==> config.mk <==
export PLATFORM = sky130hd
export DESIGN_NAME = capture_controller
export DESIGN_NICKNAME = d
export VERILOG_FILES = /design/src/rtl/capture_controller.sv
export SDC_FILE = /design/constraint.sdc
export NUM_CORES = 1
export LEC_CHECK = 0
export ABC_CLOCK_PERIOD_IN_PS = 2900
export BUFFER_PORTS_ARGS = -buffer_cell sky130_fd_sc_hd__clkbuf_2
export CORE_ASPECT_RATIO = 1.1
export CORE_MARGIN = 10
export CORE_UTILIZATION = 53
export DETAILED_ROUTE_END_ITERATION = 8
export GPL_ROUTABILITY_DRIVEN = 0
export GPL_TIMING_DRIVEN = 0
export HOLD_SLACK_MARGIN = 0.05
export PLACE_DENSITY = 0.75
export SLEW_MARGIN = 20
export SYNTH_ARGS = -nofsm -noshare
export SYNTH_HDL_FRONTEND = slang
export SYNTH_SLANG_ARGS = --single-unit
==> constraint.sdc <==
create_clock -name clock -period 2.9 [get_ports clock]
set_clock_uncertainty 0.2 [all_clocks]
set_input_delay 0.145 -clock clock [delete_from_list [all_inputs] [get_ports clock]]
set_output_delay 0.145 -clock clock [all_outputs]
set_load 0.05 [all_outputs]
==> src/rtl/capture_controller.sv <==
// Acquisition sequencer: fills pre-trigger history, arms the trigger, then
// captures post-trigger samples into a circular sample RAM.
//
// state       | meaning
// S_IDLE      | waiting for an accepted start
// S_PRE       | storing the pre-trigger history
// S_ARM       | one-cycle arm pulse to the trigger block
// S_WAIT_TRIG | storing samples (wrapping freely) until run
// S_POST      | storing the programmed post-trigger samples
// S_DONE      | capture complete, addresses held for readout
module capture_controller #(
    parameter int SAMPLE_WIDTH = 8,
    parameter int ADDR_WIDTH   = 10
) (
    input  logic                    clock,
    input  logic                    reset_n,
    input  logic                    start,
    input  logic                    abort,
    input  logic [ADDR_WIDTH:0]     pre_count,
    input  logic [ADDR_WIDTH:0]     post_count,
    input  logic                    valid,
    input  logic [SAMPLE_WIDTH-1:0] dataIn,
    input  logic                    run,
    output logic                    arm,
    output logic                    wr_en,
    output logic [ADDR_WIDTH-1:0]   wr_addr,
    output logic [SAMPLE_WIDTH-1:0] wr_data,
    output logic [ADDR_WIDTH-1:0]   trig_addr,
    output logic [ADDR_WIDTH-1:0]   end_addr,
    output logic                    busy,
    output logic                    done,
    output logic                    cfg_err
);

    typedef enum logic [2:0] {
        S_IDLE,
        S_PRE,
        S_ARM,
        S_WAIT_TRIG,
        S_POST,
        S_DONE
    } state_t;

    localparam logic [ADDR_WIDTH+1:0] DEPTH_L = {2'b01, {ADDR_WIDTH{1'b0}}};

    state_t                  state_q,     state_d;
    logic [ADDR_WIDTH-1:0]   ptr_q,       ptr_d;
    logic                    wr_any_q,    wr_any_d;
    logic [ADDR_WIDTH:0]     pre_cnt_q,   pre_cnt_d;
    logic [ADDR_WIDTH:0]     post_cnt_q,  post_cnt_d;
    logic [ADDR_WIDTH:0]     pre_lat_q,   pre_lat_d;
    logic [ADDR_WIDTH:0]     post_lat_q,  post_lat_d;
    logic                    wr_en_q,     wr_en_d;
    logic [ADDR_WIDTH-1:0]   wr_addr_q,   wr_addr_d;
    logic [SAMPLE_WIDTH-1:0] wr_data_q,   wr_data_d;
    logic [ADDR_WIDTH-1:0]   trig_addr_q, trig_addr_d;
    logic [ADDR_WIDTH-1:0]   end_addr_q,  end_addr_d;
    logic                    cfg_err_q,   cfg_err_d;

    logic                    capturing;
    logic [ADDR_WIDTH+1:0]   cnt_sum;
    logic [ADDR_WIDTH:0]     pre_cnt_inc;
    logic [ADDR_WIDTH:0]     post_cnt_inc;
    logic [ADDR_WIDTH-1:0]   last_wr_addr;

    assign capturing    = (state_q == S_PRE) || (state_q == S_ARM) ||
                          (state_q == S_WAIT_TRIG) || (state_q == S_POST);
    assign cnt_sum      = {1'b0, pre_count} + {1'b0, post_count};
    assign pre_cnt_inc  = pre_cnt_q + 1'b1;
    assign post_cnt_inc = post_cnt_q + 1'b1;
    // Most recent write already issued; 0 when nothing has been written yet.
    assign last_wr_addr = wr_any_q ? (ptr_q - 1'b1) : '0;

    always_ff @(posedge clock or negedge reset_n) begin
        if (!reset_n) begin
            state_q     <= S_IDLE;
            ptr_q       <= '0;
            wr_any_q    <= 1'b0;
            pre_cnt_q   <= '0;
            post_cnt_q  <= '0;
            pre_lat_q   <= '0;
            post_lat_q  <= '0;
            wr_en_q     <= 1'b0;
            wr_addr_q   <= '0;
            wr_data_q   <= '0;
            trig_addr_q <= '0;
            end_addr_q  <= '0;
            cfg_err_q   <= 1'b0;
        end else begin
            state_q     <= state_d;
            ptr_q       <= ptr_d;
            wr_any_q    <= wr_any_d;
            pre_cnt_q   <= pre_cnt_d;
            post_cnt_q  <= post_cnt_d;
            pre_lat_q   <= pre_lat_d;
            post_lat_q  <= post_lat_d;
            wr_en_q     <= wr_en_d;
            wr_addr_q   <= wr_addr_d;
            wr_data_q   <= wr_data_d;
            trig_addr_q <= trig_addr_d;
            end_addr_q  <= end_addr_d;
            cfg_err_q   <= cfg_err_d;
        end
    end

    always_comb begin
        state_d     = state_q;
        ptr_d       = ptr_q;
        wr_any_d    = wr_any_q;
        pre_cnt_d   = pre_cnt_q;
        post_cnt_d  = post_cnt_q;
        pre_lat_d   = pre_lat_q;
        post_lat_d  = post_lat_q;
        wr_en_d     = 1'b0;
        wr_addr_d   = wr_addr_q;
        wr_data_d   = wr_data_q;
        trig_addr_d = trig_addr_q;
        end_addr_d  = end_addr_q;
        cfg_err_d   = 1'b0;

        if (abort) begin
            state_d = S_IDLE;
        end else begin
            if (capturing && valid) begin
                wr_en_d   = 1'b1;
                wr_addr_d = ptr_q;
                wr_data_d = dataIn;
                ptr_d     = ptr_q + 1'b1;
                wr_any_d  = 1'b1;
            end

            case (state_q)
                S_IDLE, S_DONE: begin
                    if (start) begin
                        if (cnt_sum > DEPTH_L) begin
                            cfg_err_d = 1'b1;
                        end else begin
                            pre_lat_d  = pre_count;
                            post_lat_d = post_count;
                            pre_cnt_d  = '0;
                            post_cnt_d = '0;
                            ptr_d      = '0;
                            wr_any_d   = 1'b0;
                            // An empty history needs no PRE cycle at all.
                            state_d    = (pre_count == '0) ? S_ARM : S_PRE;
                        end
                    end
                end
                S_PRE: begin
                    if (valid) begin
                        pre_cnt_d = pre_cnt_inc;
                        if (pre_cnt_inc == pre_lat_q) begin
                            state_d = S_ARM;
                        end
                    end
                end
                S_ARM: begin
                    state_d = S_WAIT_TRIG;
                end
                S_WAIT_TRIG: begin
                    if (run) begin
                        trig_addr_d = last_wr_addr;
                        if (post_lat_q == '0) begin
                            end_addr_d = last_wr_addr;
                            state_d    = S_DONE;
                        end else begin
                            state_d = S_POST;
                        end
                    end
                end
                S_POST: begin
                    if (valid) begin
                        post_cnt_d = post_cnt_inc;
                        if (post_cnt_inc == post_lat_q) begin
                            end_addr_d = ptr_q;
                            state_d    = S_DONE;
                        end
                    end
                end
                default: begin
                    state_d = S_IDLE;
                end
            endcase
        end
    end

    assign arm       = (state_q == S_ARM);
    assign busy      = capturing;
    assign done      = (state_q == S_DONE);
    assign wr_en     = wr_en_q;
    assign wr_addr   = wr_addr_q;
    assign wr_data   = wr_data_q;
    assign trig_addr = trig_addr_q;
    assign end_addr  = end_addr_q;
    assign cfg_err   = cfg_err_q;

endmodule

==> report_table.html, run 1 <==
<table>
<tr><th>Metric</th><th>Value</th></tr>
<tr><th colspan="2">Layout</th></tr>
<tr><td>Fill cells</td><td>around 860</td></tr>
<tr><td>Count of inserted antenna diode cells</td><td>0</td></tr>
<tr><td>Count of non-filler cells in the finished layout</td><td>939</td></tr>
<tr><td>Fraction of final layout cells sized beyond drive strength 1</td><td>25.4%</td></tr>
<tr><td>Post-route cell area</td><td>7480 um2</td></tr>
<tr><td>Total area of sequential cells</td><td>about 2500 um2</td></tr>
<tr><td>Combined area of the multi-input logic cells</td><td>about 3300 um2</td></tr>
<tr><td>Post-layout nets</td><td>between 800 and 900</td></tr>
<tr><td>Area added between synthesis and finish</td><td>26.6%</td></tr>
<tr><th colspan="2">Power</th></tr>
<tr><td>Share of power burned in the clock network</td><td>about a quarter</td></tr>
<tr><td>Portion of total power attributed to combinational logic</td><td>a little under two fifths</td></tr>
<tr><td>Net load switching power</td><td>between 0.002 and 0.0025 W</td></tr>
<tr><td>Tot Pwr</td><td>0.00521 W</td></tr>
<tr><td>Leakage</td><td>3.54 nW</td></tr>
<tr><td>Proportion of total power due to net switching</td><td>a little under 40%</td></tr>
<tr><td>Internal power of the cells</td><td>approximately 0.0032 W</td></tr>
<tr><td>Power density of the placed cells</td><td>about 700 nW/um2</td></tr>
<tr><td>Worst vdd rail ir drop</td><td>0.391 mV</td></tr>
<tr><td>Power share of the sequential group</td><td>38.6%</td></tr>
<tr><th colspan="2">Drt</th></tr>
<tr><td>Wire length reported by the detailed router</td><td>15,800 um</td></tr>
<tr><td>Post-detailed-route DRC marker count</td><td>0</td></tr>
<tr><td>Initial detailed-routing violation count</td><td>450</td></tr>
<tr><td>Wirelength per Cell</td><td>roughly 17 um</td></tr>
<tr><td>Pre-Repair DR Iteration Count</td><td>6</td></tr>
<tr><td>Count of vias placed by the detailed router</td><td>approximately 5.4k</td></tr>
<tr><td>Via-to-Cell Ratio</td><td>about 5.7</td></tr>
<tr><td>Antenna viol nets, final</td><td>0</td></tr>
<tr><th colspan="2">Critical path</th></tr>
<tr><td>WP data arrival</td><td>3.01 ns</td></tr>
<tr><td>Depth of the worst register-to-register path</td><td>11</td></tr>
<tr><td>R2r startpoint</td><td>post_cnt_q[0]</td></tr>
<tr><td>CP Max Fanout</td><td>5</td></tr>
<tr><td>WP data required</td><td>~2.9 ns</td></tr>
<tr><td>Critical path launch point type</td><td>flop</td></tr>
<tr><td>CP Capture Type</td><td>flop</td></tr>
<tr><td>Critical path class</td><td>reg2reg</td></tr>
<tr><td>Internal reg-to-reg setup slack</td><td>-0.07 ns</td></tr>
<tr><td>Reg-to-reg endpoint</td><td>end_addr[7]</td></tr>
<tr><th colspan="2">STA</th></tr>
<tr><td>Number of pins with negative max-slew slack in the final report</td><td>0</td></tr>
<tr><td>Final WS setup</td><td>-0.0729 ns</td></tr>
<tr><td>Top achievable clock speed</td><td>between 300 and 400 MHz</td></tr>
<tr><td>Total negative slack for setup checks</td><td>-0.565 ns</td></tr>
<tr><td>Post-layout min period</td><td>between 2 and 3 ns</td></tr>
<tr><td>Headroom to the max-slew limit</td><td>50.6%</td></tr>
<tr><td>Number of endpoints failing setup at the final stage</td><td>11</td></tr>
<tr><td>Final Hold Vio Count</td><td>0</td></tr>
<tr><td>Setup repair after global routing missed its margin</td><td>yes</td></tr>
<tr><td>Fraction of the cycle the final worst path needs</td><td>103%</td></tr>
<tr><td>Slew of the pin with the lowest slew margin</td><td>around 0.74 ns</td></tr>
<tr><th colspan="2">Logic synthesis</th></tr>
<tr><td>Ys flop type</td><td>sky130_fd_sc_hd__dfrtp_1</td></tr>
<tr><td>Fraction of synthesized cell area taken by the top area cell type</td><td>about two fifths</td></tr>
<tr><td>Yosys warning count</td><td>0</td></tr>
<tr><td>List of most frequent post-synthesis cells</td><td>103 x sky130_fd_sc_hd__nand2_1, 98 x sky130_fd_sc_hd__dfrtp_1, 45 x sky130_fd_sc_hd__nor2_1</td></tr>
<tr><td>Post-synthesis net count</td><td>roughly 700</td></tr>
<tr><td>Dominant cell type by area after synthesis</td><td>sky130_fd_sc_hd__dfrtp_1</td></tr>
<tr><td>Fraction of synthesis flops using an asynchronous set or reset pin</td><td>100%</td></tr>
<tr><td>Netlist Area Pre-Place</td><td>roughly 6000 um2</td></tr>
<tr><td>Library cell with the highest instance count after synthesis</td><td>sky130_fd_sc_hd__nand2_1</td></tr>
<tr><td>Avg Cell Area, Syn</td><td>roughly 9.2 um2</td></tr>
<tr><td>Post-synthesis sequential area ratio</td><td>between 40% and 50%</td></tr>
<tr><td>Synth cell types</td><td>72</td></tr>
<tr><td>Count of flip-flops with a built-in enable after synthesis</td><td>0</td></tr>
<tr><td>Top cells by area in the synthesized netlist</td><td>sky130_fd_sc_hd__dfrtp_1 41%, sky130_fd_sc_hd__nand2_1 6.5%, sky130_fd_sc_hd__mux2_2 4.8%, sky130_fd_sc_hd__xor2_1 3.3%, sky130_fd_sc_hd__o21ai_0 3.2%</td></tr>
<tr><td>Post-Synthesis Cells</td><td>roughly 640</td></tr>
<tr><td>Total of flip-flops plus latches after synthesis</td><td>98</td></tr>
<tr><th colspan="2">Clock network</th></tr>
<tr><td>TritonCTS clock tree</td><td>built</td></tr>
<tr><td>Clock-pin slew on the worst setup and hold paths</td><td>roughly 0.07 ns</td></tr>
<tr><td>H-Tree Level Count</td><td>3</td></tr>
<tr><td>Number of buffers on the longest clock path</td><td>2</td></tr>
<tr><td>Number of CTS-inserted buffers</td><td>9</td></tr>
<tr><td>Clock tree sinks</td><td>slightly below 100</td></tr>
<tr><td>Skew-Pair Late Insertion Delay</td><td>~0.35 ns</td></tr>
<tr><td>Cell at the root of the clock tree</td><td>sky130_fd_sc_hd__clkbuf_16</td></tr>
<tr><th colspan="2">Global routing</th></tr>
<tr><td>Leftover overflow at the end of global routing</td><td>0</td></tr>
<tr><td>Global-route total usage across every layer</td><td>approximately 19%</td></tr>
<tr><td>Number of antenna violations at the first check in global routing</td><td>0</td></tr>
<tr><td>Maximum number of pins on one net before global-route repair</td><td>66</td></tr>
<tr><td>First-pass GRT wire length</td><td>25,400 um</td></tr>
<tr><td>Vias in the first global route</td><td>approximately 5.3k</td></tr>
<tr><th colspan="2">Status</th></tr>
<tr><td>Outcome</td><td>finished, violations left</td></tr>
<tr><td>Failing checks</td><td>negative setup slack</td></tr>
<tr><th colspan="2">Placed design</th></tr>
<tr><td>Post-place instance area</td><td>between 6000 and 7000 um2</td></tr>
<tr><td>Worst setup timing slack at the placement stage</td><td>-0.409 ns</td></tr>
<tr><td>Port Buf Inserts</td><td>between 70 and 80</td></tr>
<tr><td>Post-detail-place hpwl</td><td>around 11,000 um</td></tr>
<tr><td>Cells after DPL</td><td>867</td></tr>
<tr><th colspan="2">Floorplanning</th></tr>
<tr><td>Core outline area</td><td>roughly 11,000 um2</td></tr>
<tr><td>FP Rows</td><td>40</td></tr>
<tr><td>Effective utilization at floorplan</td><td>54.2%</td></tr>
<tr><td>Width of the die</td><td>121 um</td></tr>
<tr><td>Y dimension of the die</td><td>between 100 and 150 um</td></tr>
<tr><td>Number of top-level pins</td><td>79</td></tr>
<tr><td>Die ar.</td><td>around 16,000 um2</td></tr>
<tr><th colspan="2">Flow run</th></tr>
<tr><td>Number of max-capacitance violations reported</td><td>0</td></tr>
<tr><th colspan="2">Worst hold path</th></tr>
<tr><td>Worst hold path type</td><td>in2async</td></tr>
</table>
-- cell usage in the layout (no fill, tap or decap), types with 5 or more instances in the layout --
master and count:
sky130_fd_sc_hd__a31oi_1 5, sky130_fd_sc_hd__buf_6 9, sky130_fd_sc_hd__mux2_2 25, sky130_fd_sc_hd__nand3_1 21, sky130_fd_sc_hd__clkbuf_2 78, sky130_fd_sc_hd__dfrtp_2 8, sky130_fd_sc_hd__inv_1 16, sky130_fd_sc_hd__clkbuf_1 18
sky130_fd_sc_hd__dfrtp_1 90, sky130_fd_sc_hd__o31ai_1 8, sky130_fd_sc_hd__nor2_1 45, sky130_fd_sc_hd__and3_1 11, sky130_fd_sc_hd__nand4_1 9, sky130_fd_sc_hd__a21o_1 9, sky130_fd_sc_hd__nand2_1 101, sky130_fd_sc_hd__nor3_1 16
sky130_fd_sc_hd__o21ai_0 37, sky130_fd_sc_hd__buf_4 23, sky130_fd_sc_hd__nor4_1 6, sky130_fd_sc_hd__a21oi_1 29, sky130_fd_sc_hd__mux2_4 11, sky130_fd_sc_hd__mux2i_1 7, sky130_fd_sc_hd__xnor2_1 18, sky130_fd_sc_hd__clkbuf_16 9
sky130_fd_sc_hd__xor2_1 22, sky130_fd_sc_hd__ha_1 13, sky130_fd_sc_hd__nor2b_1 11, sky130_fd_sc_hd__dlygate4sd3_1 35
-- layer usage --
| metal | vias to the layer above | track usage (%) | share of wire (%) |
|---|---|---|---|
| met5 | - | 0 | 0 |
| met4 | 0 | 7.03 | 2.9 |
| met3 | 40 | 4.76 | 6.4 |
| met2 | 201 | 32.6 | 49 |
| met1 | 2594 | 23.9 | 42 |
| li1 | 2561 | - | - |
-- how the worst max path moves through the flow --
stage	startpoint	endpoint	slack, ns	depth (start not counted)
final	post_cnt_q[0]	end_addr[7]	-0.07	11
after detailed placement	pre_count[0]	pre_lat_q[10]	-0.41	13
after global placement	pre_count[0]	pre_lat_q[9]	-0.33	13
after floorplan	post_cnt_q[4]	end_addr[0]	0.04	10
after CTS	post_cnt_q[0]	end_addr[7]	-0.09	10
after global routing	post_cnt_q[5]	end_addr[7]	-0.17	10
-- cell type report --
| class | count | area share, % |
|---|---|---|
| repair buffers | 136 | 12.7 |
| clock buffers | 9 | 3.01 |
| plain buffers | 33 | 2.63 |
| multi-input cells | 493 | 44.4 |
| inverters | 16 | 0.803 |
| clock inverters | 7 | 1.09 |
| well taps | 147 | 2.46 |
| flip-flops and latches | 98 | 32.9 |
-- state kept, by name (all words and copies together) (netlist names), 3 cells and up --
register / cells
end_addr: 10
post_cnt_q: 11
post_lat_q: 11
pre_cnt_q: 11
pre_lat_q: 11
ptr_q: 10
state_q: 3
trig_addr: 10
wr_addr: 10
wr_data: 8
-- per-stage QoR --
step	hold slack, ns	util, %
after global routing	0.0883	68.5
after floorplan	-0.351	-
after CTS	0.0755	67.5
final	0.0601	68.5
after global placement	0.138	59.7
after detailed placement	-0.128	60.0
-- worst max-delay path, stage by stage, from the launching register on --
cell and delay [ns]:
sky130_fd_sc_hd__dfrtp_2 0.40, sky130_fd_sc_hd__ha_4 0.16, sky130_fd_sc_hd__buf_4 0.14, sky130_fd_sc_hd__nand3_1 0.14
sky130_fd_sc_hd__nor2_1 0.23, sky130_fd_sc_hd__mux2i_1 0.11, sky130_fd_sc_hd__a221o_1 0.43, sky130_fd_sc_hd__nor4_4 0.20
sky130_fd_sc_hd__a21oi_1 0.10, sky130_fd_sc_hd__or2_1 0.29, sky130_fd_sc_hd__buf_6 0.16, sky130_fd_sc_hd__mux2_4 0.30
-- power groups by stage --
stage / Sequential, W / Combinational (W) / Clock (W)
2_1_floorplan: 0.00225 / 0.00113 / 0
3_3_place_gp: 0.00202 / 0.00178 / 0
3_5_place_dp: 0.00203 / 0.00184 / 0
4_1_cts: 0.00200 / 0.00194 / 0.00127
5_1_grt: 0.00205 / 0.00214 / 0.00132
6_report: 0.00201 / 0.00196 / 0.00124
-- what timing repair did --
item,in CTS,in global routing
hold endpoints to repair,132,0
resized for setup,21,11
setup endpoints to repair,40,53
buffers inserted,12,9
hold buffers,35,0
cloned,1,0
pin swaps,5,3
-- logic make-up after synthesis --
family / count (synthesis) / share of synthesized area [%]
DFF: 98 / 41.5
and+or+nand+nor: 258 / 21.1
adders and majority gates: 17 / 3.68
buffers and inverters: 50 / 4.26
muxes: 43 / 8.68
xor gates and xnor gates: 41 / 6.08
AOI/OAI and AO/OA: 134 / 14.7
Note: power is estimated with default switching activity, not from simulation.
==> run 2: changes to the inputs <==
--- a/config.mk
+++ b/config.mk
@@ -7,14 +7,17 @@
 export LEC_CHECK = 0
 export ABC_CLOCK_PERIOD_IN_PS = 2900
 export BUFFER_PORTS_ARGS = -buffer_cell sky130_fd_sc_hd__clkbuf_2
-export CORE_ASPECT_RATIO = 1.1
+export CELL_PAD_IN_SITES_DETAIL_PLACEMENT = 2
+export CELL_PAD_IN_SITES_GLOBAL_PLACEMENT = 2
+export CORE_ASPECT_RATIO = 0.8
 export CORE_MARGIN = 10
-export CORE_UTILIZATION = 53
+export CORE_UTILIZATION = 33
 export DETAILED_ROUTE_END_ITERATION = 8
 export GPL_ROUTABILITY_DRIVEN = 0
 export GPL_TIMING_DRIVEN = 0
 export HOLD_SLACK_MARGIN = 0.05
 export PLACE_DENSITY = 0.75
+export SKIP_CTS_REPAIR_TIMING = 1
 export SLEW_MARGIN = 20
 export SYNTH_ARGS = -nofsm -noshare
 export SYNTH_HDL_FRONTEND = slang
==> report_table.html, run 2 (same netlist as run 1, synthesis figures left out) <==
<table>
<tr><th>Metric</th><th>Value</th></tr>
<tr><th colspan="2">Clock network</th></tr>
<tr><td>Clock tree sinks</td><td>slightly below 100</td></tr>
<tr><td>Skew-Pair Late Insertion Delay</td><td>about 0.35 ns</td></tr>
<tr><td>Cell at the root of the clock tree</td><td>sky130_fd_sc_hd__clkbuf_16</td></tr>
<tr><td>Number of CTS-inserted buffers</td><td>9</td></tr>
<tr><td>Clock-pin slew on the worst setup and hold paths</td><td>about 0.07 ns</td></tr>
<tr><td>TritonCTS clock tree</td><td>built</td></tr>
<tr><td>Number of buffers on the longest clock path</td><td>2</td></tr>
<tr><td>H-Tree Level Count</td><td>3</td></tr>
<tr><th colspan="2">Critical path</th></tr>
<tr><td>CP Capture Type</td><td>flop</td></tr>
<tr><td>Crit path max-delay cell type</td><td>sky130_fd_sc_hd__dfrtp_2</td></tr>
<tr><td>Critical path buffer and inverter count</td><td>1</td></tr>
<tr><td>Top delay family on crit path</td><td>simple AND/OR/NAND/NOR gates</td></tr>
<tr><td>WP data required</td><td>~3 ns</td></tr>
<tr><td>Stage delay of the slowest cell on the critical path</td><td>around 0.42 ns</td></tr>
<tr><td>Crit path cell chain</td><td>ha_4, nand2_4, nor4_4, mux2_4, a221o_1, nor4_4, a21oi_1, or2_1, buf_6, mux2_4</td></tr>
<tr><td>Critical path class</td><td>reg2reg</td></tr>
<tr><td>CP Max Fanout</td><td>10</td></tr>
<tr><td>Critical path launch point type</td><td>flop</td></tr>
<tr><td>WP data arrival</td><td>3.20 ns</td></tr>
<tr><th colspan="2">Power</th></tr>
<tr><td>Net load switching power</td><td>approximately 0.0022 W</td></tr>
<tr><td>Power share of the sequential group</td><td>37.5%</td></tr>
<tr><td>Power density of the placed cells</td><td>around 730 nW/um2</td></tr>
<tr><td>Leakage</td><td>between 3 and 4 nW</td></tr>
<tr><td>Portion of total power attributed to combinational logic</td><td>between 30% and 40%</td></tr>
<tr><td>Internal power of the cells</td><td>approximately 0.0033 W</td></tr>
<tr><td>Worst vdd rail ir drop</td><td>0.370 mV</td></tr>
<tr><td>Share of power burned in the clock network</td><td>~24%</td></tr>
<tr><td>Proportion of total power due to net switching</td><td>40.6%</td></tr>
<tr><th colspan="2">Floorplanning</th></tr>
<tr><td>Die ar.</td><td>around 24,000 um2</td></tr>
<tr><td>Number of top-level pins</td><td>79</td></tr>
<tr><td>FP Rows</td><td>43</td></tr>
<tr><td>Width of the die</td><td>approximately 170 um</td></tr>
<tr><td>Effective utilization at floorplan</td><td>between 30% and 40%</td></tr>
<tr><td>Y dimension of the die</td><td>between 100 and 150 um</td></tr>
<tr><td>Core outline area</td><td>approximately 17,000 um2</td></tr>
<tr><th colspan="2">Layout</th></tr>
<tr><td>Fraction of final layout cells sized beyond drive strength 1</td><td>about a quarter</td></tr>
<tr><td>Count of inserted antenna diode cells</td><td>0</td></tr>
<tr><td>Area added between synthesis and finish</td><td>28.1%</td></tr>
<tr><td>Most common library cell in the layout ignoring fill and taps</td><td>sky130_fd_sc_hd__nand2_1</td></tr>
<tr><td>Post-layout nets</td><td>~830</td></tr>
<tr><td>Total area of sequential cells</td><td>between 2000 and 2500 um2</td></tr>
<tr><td>Commonest non-fill, non-tap cells in the layout</td><td>101 x sky130_fd_sc_hd__nand2_1, 90 x sky130_fd_sc_hd__dfrtp_1, 79 x sky130_fd_sc_hd__clkbuf_2</td></tr>
<tr><td>Combined area of the multi-input logic cells</td><td>~3400 um2</td></tr>
<tr><td>Fill cells</td><td>1,892</td></tr>
<tr><td>Count of non-filler cells in the finished layout</td><td>roughly 1.0k</td></tr>
<tr><th colspan="2">Placed design</th></tr>
<tr><td>Cells after DPL</td><td>945</td></tr>
<tr><td>Post-detail-place hpwl</td><td>between 15,000 and 20,000 um</td></tr>
<tr><td>Port Buf Inserts</td><td>78</td></tr>
<tr><th colspan="2">STA</th></tr>
<tr><td>Setup repair after global routing missed its margin</td><td>yes</td></tr>
<tr><td>Top achievable clock speed</td><td>roughly 320 MHz</td></tr>
<tr><td>Number of pins with negative max-slew slack in the final report</td><td>0</td></tr>
<tr><td>Hold slack</td><td>around 0.09 ns</td></tr>
<tr><td>Post-layout min period</td><td>between 3 and 4 ns</td></tr>
<tr><td>Headroom to the max-slew limit</td><td>57.5%</td></tr>
<tr><td>Slew of the pin with the lowest slew margin</td><td>about 0.64 ns</td></tr>
<tr><td>Final Hold Vio Count</td><td>0</td></tr>
<tr><td>Final WS setup</td><td>-0.265 ns</td></tr>
<tr><td>Number of endpoints failing setup at the final stage</td><td>12</td></tr>
<tr><td>Fraction of the cycle the final worst path needs</td><td>109%</td></tr>
<tr><th colspan="2">Drt</th></tr>
<tr><td>Pre-Repair DR Iteration Count</td><td>4</td></tr>
<tr><td>Post-detailed-route DRC marker count</td><td>0</td></tr>
<tr><td>Wire length reported by the detailed router</td><td>between 20,000 and 25,000 um</td></tr>
<tr><td>Initial detailed-routing violation count</td><td>around 320</td></tr>
<tr><td>Via-to-Cell Ratio</td><td>5.44</td></tr>
<tr><td>Wirelength per Cell</td><td>around 22 um</td></tr>
<tr><td>Antenna viol nets, final</td><td>0</td></tr>
<tr><td>Count of vias placed by the detailed router</td><td>between 5k and 6k</td></tr>
<tr><th colspan="2">Global routing</th></tr>
<tr><td>Global-route total usage across every layer</td><td>between 10% and 20%</td></tr>
<tr><td>Met1 demand-to-capacity share in global routing</td><td>about 22%</td></tr>
<tr><td>First-pass GRT wire length</td><td>32,000 um</td></tr>
<tr><td>Vias in the first global route</td><td>approximately 5.7k</td></tr>
<tr><td>Most crowded layer after global routing</td><td>met2</td></tr>
<tr><td>Maximum number of pins on one net before global-route repair</td><td>53</td></tr>
<tr><td>Met2 capacity usage during global routing</td><td>26.9%</td></tr>
<tr><td>Leftover overflow at the end of global routing</td><td>0</td></tr>
<tr><td>Met3 Use GR</td><td>under 10%</td></tr>
<tr><td>Number of antenna violations at the first check in global routing</td><td>0</td></tr>
<tr><th colspan="2">Status</th></tr>
<tr><td>Outcome</td><td>finished, violations left</td></tr>
<tr><td>Failing checks</td><td>negative setup slack</td></tr>
<tr><th colspan="2">Worst hold path</th></tr>
<tr><td>Worst hold path type</td><td>in2async</td></tr>
<tr><th colspan="2">Flow run</th></tr>
<tr><td>Number of max-capacitance violations reported</td><td>0</td></tr>
</table>
## run 2: power groups by stage
stage / logic [W] / registers (W) / clock network [W]
final: 0.00210 / 0.00206 / 0.00133
after global routing: 0.00229 / 0.00212 / 0.00142
after CTS: 0.00197 / 0.00205 / 0.00136
after detailed placement: 0.00195 / 0.00207 / 0
after global placement: 0.00185 / 0.00204 / 0
after floorplan: 0.00113 / 0.00225 / 0
## run 2: worst register-to-register path: cells and delay by family (launching register included)
family | cells | cell delay (ns)
AOI/OAI and AO/OA | 2 | 0.47
adders and majority gates | 1 | 0.21
buffers and inverters | 1 | 0.16
DFF | 1 | 0.42
muxes | 2 | 0.64
and+or+nand+nor | 4 | 0.95
## run 2: layer usage
layer | part of all wire, % | wire length, um
met2 | 49 | 10900
met4 | 1.2 | 269
met1 | 46 | 10200
met5 | 0 | 0
met3 | 3.5 | 776
## run 2: layout make-up
cell class / instances / share of cell area (%)
buffer: 33 / 2.74
sequential: 98 / 32.5
clock buffer: 11 / 3.21
tap: 225 / 3.72
multi-input combinational: 493 / 44.6
clock inverter: 4 / 1.01
inverter: 16 / 0.793
timing repair buffer: 125 / 11.4
## run 2: worst paths after layout
path                                     start       endpoint  slack [ns]  cells past startpoint
worst max-delay path             post_cnt_q[0]    end_addr[9]       -0.26                     10
worst min-delay path                   reset_n   pre_cnt_q[6]        0.09                      2
worst max register to register   post_cnt_q[0]    end_addr[9]       -0.26                     10
worst min register to register      wr_data[2]     wr_data[2]        0.29                      2
max in group asynchronous              reset_n  post_cnt_q[7]        1.77                      3
min in group clock              post_count[10]       ptr_q[1]        0.16                      4
## run 2: metrics by stage
step                      instance area (um2)  total power [W]  setup TNS (ns)  utilization (%)  setup WS [ns]
after floorplan                          5940          0.00338               0                -         0.0391
after global placement                   6610          0.00389          -24.57             37.9         -0.452
after detailed placement                 6650          0.00402          -32.13             38.1         -0.580
after CTS                                6960          0.00538          -13.62             40.0         -0.523
after global routing                     7570          0.00582           -4.33             43.4         -0.308
final                                    7570          0.00550           -2.96             43.4         -0.265
